==> src/rtl/wb_stage_pkg.sv <==
// Shared definitions for the write-back stage.
//   - default and legal ranges for the data width and register-id width
//   - FSM state encoding used by wb_stage
//   - load funct3 encodings used by load_formatter
package wb_stage_pkg;

  localparam int XLEN_DEF   = 32;
  localparam int XLEN_MIN   = 32;
  localparam int XLEN_MAX   = 64;
  localparam int REG_AW_DEF = 5;
  localparam int REG_AW_MIN = 1;
  localparam int REG_AW_MAX = 6;

  typedef enum logic [1:0] {
    IDLE      = 2'd0,
    WRITE     = 2'd1,
    LOAD_WAIT = 2'd2
  } wb_state_e;

  localparam logic [2:0] F3_LB  = 3'b000;
  localparam logic [2:0] F3_LH  = 3'b001;
  localparam logic [2:0] F3_LW  = 3'b010;
  localparam logic [2:0] F3_LBU = 3'b100;
  localparam logic [2:0] F3_LHU = 3'b101;

endpackage

==> src/rtl/wb_stage_load_formatter.sv <==
// load_formatter: combinational extraction and sign/zero extension of a
// load result from the raw data-bus read word.
// Ports:
//   funct3  - load type (LB/LH/LW/LBU/LHU; other codes pass the word)
//   addr_lo - load address bits [1:0]; bit 0 is ignored for halfwords
//   rdata   - raw read word from the data bus
//   data    - formatted value to write to the register file
module load_formatter
  import wb_stage_pkg::*;
#(
  parameter int XLEN = XLEN_DEF
) (
  input  logic [2:0]      funct3,
  input  logic [1:0]      addr_lo,
  input  logic [XLEN-1:0] rdata,
  output logic [XLEN-1:0] data
);

  logic [7:0]  byte_sel;
  logic [15:0] half_sel;

  always_comb begin
    byte_sel = rdata[{addr_lo, 3'b000} +: 8];
    half_sel = rdata[{addr_lo[1], 4'b0000} +: 16];
    case (funct3)
      F3_LB:   data = {{(XLEN-8){byte_sel[7]}}, byte_sel};
      F3_LBU:  data = {{(XLEN-8){1'b0}}, byte_sel};
      F3_LH:   data = {{(XLEN-16){half_sel[15]}}, half_sel};
      F3_LHU:  data = {{(XLEN-16){1'b0}}, half_sel};
      F3_LW:   data = rdata;
      default: data = rdata;
    endcase
  end

endmodule

==> src/rtl/wb_stage.sv <==
// wb_stage: write-back stage. Captures one instruction per cycle from MEM,
// writes ALU results the following cycle, and holds the pipeline while a
// load waits for its data-bus response.
//
//   state     | meaning
//   ----------+-----------------------------------------------------------
//   IDLE      | nothing to write; ready to capture from MEM
//   WRITE     | registered write/retire presented this cycle; ready to capture
//   LOAD_WAIT | load captured, waiting for dbus_rvalid; MEM is stalled
//
// Ports:
//   clk, rst                     - clock, async active-high reset
//   mem_valid .. mem_addr_lo     - instruction presented by MEM
//   dbus_rvalid, dbus_rdata      - data-bus read response
//   wb_stall                     - holds MEM and earlier stages
//   reg_write/regid/writedata    - register-file write port
//   wb_retire                    - one-cycle pulse per retired instruction
module wb_stage
  import wb_stage_pkg::*;
#(
  parameter int XLEN   = XLEN_DEF,
  parameter int REG_AW = REG_AW_DEF
) (
  input  logic              clk,
  input  logic              rst,
  input  logic              mem_valid,
  input  logic              mem_reg_write,
  input  logic [REG_AW-1:0] mem_regid,
  input  logic [XLEN-1:0]   mem_alu_result,
  input  logic              mem_load,
  input  logic [2:0]        mem_load_funct3,
  input  logic [1:0]        mem_addr_lo,
  input  logic              dbus_rvalid,
  input  logic [XLEN-1:0]   dbus_rdata,
  output logic              wb_stall,
  output logic              reg_write,
  output logic [REG_AW-1:0] reg_regid,
  output logic [XLEN-1:0]   reg_writedata,
  output logic              wb_retire
);

  wb_state_e         state_q, state_d;

  // Pending load context, kept apart from the output registers so that
  // reg_regid/reg_writedata hold their last values while the load waits.
  logic              pend_rw_q, pend_rw_d;
  logic [REG_AW-1:0] pend_regid_q, pend_regid_d;
  logic [2:0]        pend_f3_q, pend_f3_d;
  logic [1:0]        pend_lo_q, pend_lo_d;

  logic              reg_write_q, reg_write_d;
  logic              retire_q, retire_d;
  logic [REG_AW-1:0] regid_q, regid_d;
  logic [XLEN-1:0]   wdata_q, wdata_d;

  logic [XLEN-1:0]   load_data;

  load_formatter #(.XLEN(XLEN)) u_fmt (
    .funct3  (pend_f3_q),
    .addr_lo (pend_lo_q),
    .rdata   (dbus_rdata),
    .data    (load_data)
  );

  always_comb begin
    state_d      = state_q;
    pend_rw_d    = pend_rw_q;
    pend_regid_d = pend_regid_q;
    pend_f3_d    = pend_f3_q;
    pend_lo_d    = pend_lo_q;
    reg_write_d  = 1'b0;
    retire_d     = 1'b0;
    regid_d      = regid_q;
    wdata_d      = wdata_q;

    case (state_q)
      IDLE, WRITE: begin
        state_d = IDLE;
        if (mem_valid) begin
          if (mem_load) begin
            state_d      = LOAD_WAIT;
            pend_rw_d    = mem_reg_write;
            pend_regid_d = mem_regid;
            pend_f3_d    = mem_load_funct3;
            pend_lo_d    = mem_addr_lo;
          end else begin
            state_d     = WRITE;
            reg_write_d = mem_reg_write && (mem_regid != '0);
            retire_d    = 1'b1;
            regid_d     = mem_regid;
            wdata_d     = mem_alu_result;
          end
        end
      end
      LOAD_WAIT: begin
        if (dbus_rvalid) begin
          state_d     = WRITE;
          reg_write_d = pend_rw_q && (pend_regid_q != '0);
          retire_d    = 1'b1;
          regid_d     = pend_regid_q;
          wdata_d     = load_data;
        end
      end
      default: state_d = IDLE;
    endcase
  end

  always_ff @(posedge clk or posedge rst) begin
    if (rst) begin
      state_q      <= IDLE;
      pend_rw_q    <= 1'b0;
      pend_regid_q <= '0;
      pend_f3_q    <= '0;
      pend_lo_q    <= '0;
      reg_write_q  <= 1'b0;
      retire_q     <= 1'b0;
      regid_q      <= '0;
      wdata_q      <= '0;
    end else begin
      state_q      <= state_d;
      pend_rw_q    <= pend_rw_d;
      pend_regid_q <= pend_regid_d;
      pend_f3_q    <= pend_f3_d;
      pend_lo_q    <= pend_lo_d;
      reg_write_q  <= reg_write_d;
      retire_q     <= retire_d;
      regid_q      <= regid_d;
      wdata_q      <= wdata_d;
    end
  end

  assign wb_stall      = (state_q == LOAD_WAIT);
  assign reg_write     = reg_write_q;
  assign wb_retire     = retire_q;
  assign reg_regid     = regid_q;
  assign reg_writedata = wdata_q;

endmodule

==> config.mk <==
export PLATFORM = sky130hd
export DESIGN_NAME = wb_stage
export DESIGN_NICKNAME = d
export VERILOG_FILES = /design/src/rtl/wb_stage_pkg.sv /design/src/rtl/wb_stage_load_formatter.sv /design/src/rtl/wb_stage.sv
export SDC_FILE = /design/constraint.sdc
export NUM_CORES = 1
export LEC_CHECK = 0
export CORE_MARGIN = 5
export CORE_UTILIZATION = 39
export DETAILED_ROUTE_END_ITERATION = 8
export GPL_ROUTABILITY_DRIVEN = 0
export PLACE_DENSITY = 0.88
export SYNTH_ARGS = -nofsm -noshare
export SYNTH_HDL_FRONTEND = slang
export SYNTH_SLANG_ARGS = --single-unit
export TNS_END_PERCENT = 30
==> constraint.sdc <==
create_clock -name clk -period 1.45 [get_ports clk]
set_input_delay 0.29 -clock clk [delete_from_list [all_inputs] [get_ports clk]]
set_output_delay 0.29 -clock clk [all_outputs]
set_load 0.01 [all_outputs]
-- After elaboration in Yosys (flattened, before gate mapping)
Cells that the tools add are included.
- flip-flop bits (word level): 52
- input port bits: 80
- output and inout bits: 40
- word-level logic and storage cells: 50
- equality and inequality tests: 8
- shift-type cells: 2
- muxes and demuxes: 21
- reduce and logical (&&, ||, !) cells: 10
- operators with widths (operator ; count):
    one-hot mux 32 bit (4 select lines) ; 1
    two-way mux 32 bit ; 3
    one-hot mux 32 bit (2 select lines) ; 1
    variable part select 32 x 6 -> 16 bit ; 1
    variable part select 32 x 6 -> 8 bit ; 1
    two-way mux 5 bit ; 3
    one-hot mux 5 bit (2 select lines) ; 1
    nonzero test 5 bit ; 2
    equality test 3 bit, second input constant ; 2
    two-way mux 1 bit ; 6
    two-way mux 2 bit ; 3
    != test 2 bit, second input constant ; 3
    one-hot mux 1 bit (2 select lines) ; 2
    one-hot mux 2 bit (2 select lines) ; 1
    AND reduction 4 bit ; 1
    equality test 3 x 1 -> 1 bit, second input constant ; 1
    zero test 3 bit ; 1
    AND reduction 3 bit ; 1
    equality test 2 x 1 -> 1 bit, second input constant ; 1
    equality test 2 bit, second input constant ; 1
    logical AND 1 bit ; 2
    zero test 2 bit ; 1
    nonzero test 2 bit ; 1
    OR reduction 2 bit ; 1

-- Longest topological paths before layout
- word-level depth: 5
- gate-level depth with buffers: 6
- depth with buffers taken out: 5

-- Hierarchy
From an unflattened synthesis, not the netlist that was laid out.
- cell total of the unflattened synthesis: 270
- area total of the unflattened synthesis: 3124.2 um^2
- by module, submodules not included (module ; instances ; cells an instance ; area an instance (um^2) ; seq. area each (um^2)):
    wb_stage ; 1 ; 161 ; 2496.1 ; 1301.2
    load_formatter ; 1 ; 109 ; 628.1 ; 0.0

-- Worst setup path before layout
OpenSTA, ideal clock, no wires.
- kind: register -> register
- from: register pend_lo_q[1]
- to: register wdata_q[12], in the netlist reg_writedata[12]
- setup time: 0.132 ns
- data arrival time: 1.377 ns
- data required time: 1.318 ns
- path slack: -0.058 ns
- cell stages (with the launch flop): 5
- buffers on the path: 0
- clock period less this slack: 1.508 ns
- path through: dfrtp_1 > mux4_2 > a21o_1 > o221ai_1 > nand3_1
- cells in the longest elaborated chain, start to end: 4
- elaborated cells on any way between the ends: 5
- those cells by class: 2 x shift; 3 x mux
- ends and longest elaborated chain (what ; line ; source):
    start: declaration ; wb_stage.sv:49 ; logic [1:0] pend_lo_q, pend_lo_d;
    start signal: assignment ; wb_stage.sv:124 ; pend_lo_q <= pend_lo_d;
    variable part select 32 x 6 -> 16 bit or variable part select 32 x 6 -> 8 bit (tied branches) ; wb_stage_load_formatter.sv:24, wb_stage_load_formatter.sv:23 ;
    one-hot mux 32 bit (4 select lines) (*) ; wb_stage_load_formatter.sv:25 ; case (funct3)
    two-way mux 32 bit (*) ; wb_stage.sv:96 ; if (dbus_rvalid) begin
    one-hot mux 32 bit (2 select lines) (*) ; wb_stage.sv:76 ; case (state_q)
    end signal: assignment ; wb_stage.sv:128 ; wdata_q <= wdata_d;
    end: declaration ; wb_stage.sv:54 ; logic [XLEN-1:0] wdata_q, wdata_d;
Every way passes the cells marked *; elsewhere a longest branch is shown, timed or not. The select of a mux whose other input is x is not followed.
A chain may end at the register's enable or synchronous reset.

-- Worst setup path after layout
- from: register pend_lo_q[1]
- to: register wdata_q[2], in the netlist reg_writedata[2]
The elaborated chain is that of the path after synthesis.

==> metrics.yaml <==
hp-class: "input port to async pin"
yosys_warnings: 0
clock_path_buffers: 2
initial_core_util_pct: 39.85
setup_viol: 33
synth_nets: 379
clock_latency_ns: 0.32
fmax_mhz: 593.8
cts_inserted_buffers: 5
outcome: "complete, but fails checks"
ys_seq_area_share_pct: 45.02
wl_um: 10980
drive_gt1_share_pct: 27.77
drtAntennaViolNets: 0
criticalPathCategory: "flop to flop"
first_global_vias: 3351
io_pins: 120
cts_root_buffer: "clkbuf_8"
synth.top_cell.area_share_pct: 45.02
report.final.slew_viol_count: 0
cp.arrival_ns: 1.93
finClkSkew_ns: 0.009324
pre_cts_slack_ns: -0.4858
vias: 3175
cts.sinks: 52
whs_ns: 0.3129
place_hpwl_um: 7932
setup_slack_ns: -0.2342
ir_drop_mv: 0.5567
fin_area_mm2: 0.004812
grt_pass1_wl_um: 16590
grt_usage_pct: 23.61
async_flop_share_pct: 100.0
crit_path_max_incr_delay_ns: 0.45
coreArea_mm2: 0.007253
htreeDepth: 2
antenna_cells: 0
drv_cap: 0
grt_max_degree: 21
layout_common_cells: "clkdlybuf4s50_1, dfrtp_1, buf_4"
dieHeight_um: 96.09
rows: 31
r2r_cells: 5
power-per-cell-area_mw_per_mm2: 1193
avgRoutedWirePerCell_um: 19.61
avgSynthCellArea_um2: 9.666
path_buf_inv: 1
fin_crit_sh_pct: 116.1
rrSetupSlack_ns: -0.23
ys_seq_elements: 52
required_ns: 1.70
tritoncts: "done"
path_cells: "buf_6 > nor4b_4 > a222oi_1 > o211ai_1 > a21boi_2"
synthToLayoutAreaGrowth_pct: 66.49
first_iter_violations: 262
p_total_mw: 5.739
dr.pass1.iters: 6
nets: 540
tightestPinTransition_ns: 0.5272
leakage_nw: 2.014
die_w_um: 96.09
port_buffers: 119
rsz0062_at_grt: "yes"
place_area_mm2: 0.004509
synth.area.top_cells: "dfrtp_1, mux2_2, a211oi_2"
relSlewSlack_pct: 64.85
violations: "negative setup slack"
synth.largest_area_cell: "dfrtp_1"
synth-edff-count: 0
syn_inst: 299
via_per_inst: 5.670
route.detailed.drc: 0
fp.dieArea_mm2: 0.009232
worst-path-max-fanout: 5
worstReg2RegEnd: "reg_writedata[2]"
syn_area_mm2: 0.002890
critPathTopFamily: "compound AO/OA/AOI/OAI gates"
gr-total-overflow: 0
period_needed_ns: 1.684
final_common_cell: "clkdlybuf4s50_1"
hold_violations: 0
ys.flop_type: "dfrtp_1"
worst_setup_path_end_kind: "flop"
r2r-start: "pend_lo_q[1]"
cp_slowest_cell: "dfrtp_2"
antenna_found_initial: 0
tns_ns: -3.814
crit_path_start_kind: "flop"
clkTransAtPathRegs_ns: 0.10
yosys.cell_types.count: 47
==> worst max path at each step <==
stage,from,slack [ns],depth (start not counted),end
after floorplan,pend_lo_q[1],-0.06,4,reg_writedata[12]
after global placement,dbus_rdata[15],-0.46,5,reg_writedata[12]
after detailed placement,dbus_rdata[15],-0.49,5,reg_writedata[8]
after CTS,pend_lo_q[1],-0.14,5,reg_writedata[2]
after global routing,pend_lo_q[1],-0.20,4,reg_writedata[8]
final,pend_lo_q[1],-0.23,5,reg_writedata[2]
==> registers in the layout, indices dropped and copies added, names as in the netlist <==
signal,count
reg_write,1
pend_f3_q,3
pend_regid_q,5
wb_retire,1
pend_rw_q,1
pend_lo_q,2
state_q,2
reg_writedata,32
reg_regid,5
==> routing by layer <==
metal  routed length, um  up-vias  GRT usage (%)  part of all wire [%]
met1                3908     1544          26.71                    36
met4                 502        0          10.43                   4.6
met2                5650      176          41.58                    51
li1                    -     1409              -                     -
met3                 918       46          6.099                   8.4
met5                   0        -              0                     0
==> layout make-up <==
type | instances | area [um^2]
fillers | 554 | 2441
flip-flops and latches | 52 | 1306
clock inverters | 3 | 46.29
clock buffers | 5 | 68.82
inverters | 6 | 27.53
multi-input cells | 219 | 1593
well taps | 99 | 123.9
repair buffers | 176 | 1647
==> repair_timing <==
item | in CTS | in global routing
cloned | 1 | 0
hold buffers | 0 | 0
setup buffers | 9 | 1
resized for setup | 73 | 15
endpoints found under the setup margin | 71 | 38
pin swaps | 13 | 9
==> cell usage after synthesis, types with 2 or more instances <==
| library cell | number |
|---|---|
| inv_1 | 4 |
| nor2b_1 | 8 |
| nor2_1 | 30 |
| mux2i_1 | 11 |
| nand3_1 | 9 |
| and3_1 | 2 |
| o21ai_0 | 10 |
| a211oi_1 | 6 |
| a21boi_0 | 3 |
| a211oi_2 | 11 |
| a222oi_1 | 3 |
| nand2_1 | 36 |
| buf_6 | 2 |
| o211ai_1 | 5 |
| or4_1 | 2 |
| mux2_2 | 15 |
| nand2b_1 | 2 |
| clkbuf_1 | 6 |
| o22ai_1 | 6 |
| o221ai_1 | 4 |
| a31oi_1 | 5 |
| nor3_1 | 16 |
| buf_2 | 11 |
| dfrtp_1 | 52 |
| buf_4 | 3 |
| nand3b_1 | 2 |
| a21oi_1 | 15 |
==> power breakdown <==
| part | internal (mW) | leakage [nW] | total, mW | switching, mW |
|---|---|---|---|---|
| Combinational | 1.33 | 1.37 | 2.60 | 1.27 |
| Sequential | 1.84 | 0.592 | 2.11 | 0.271 |
| Clock | 0.520 | 0.0548 | 1.03 | 0.512 |
| Total | 3.69 | 2.01 | 5.74 | 2.05 |
==> cells by family after synthesis <==
kind of cell           count (synthesis)  synth area share (%)
multiplexers                          28                 10.91
AND/OR/NAND/NOR                      114                 18.83
AO/OA/AOI/OAI                         77                 20.22
buffers and inverters                 28                 5.021
flip-flops                            52                 45.02
==> worst reg2reg max path, stage by stage, from the launching register on <==
cell and delay (ns):
dfrtp_2 0.45, buf_6 0.15, nor4b_4 0.45, a222oi_1 0.21
o211ai_1 0.17, a21boi_2 0.19
==> per-stage QoR <==
step | utilization (%) | std cells
detailed placement | 62.17 | 543
global placement | 62.17 | 543
CTS | 65.45 | 559
floorplan | - | 299
global route | 66.34 | 560
finish | 66.34 | 560
Power figures use the tool's default switching activity.
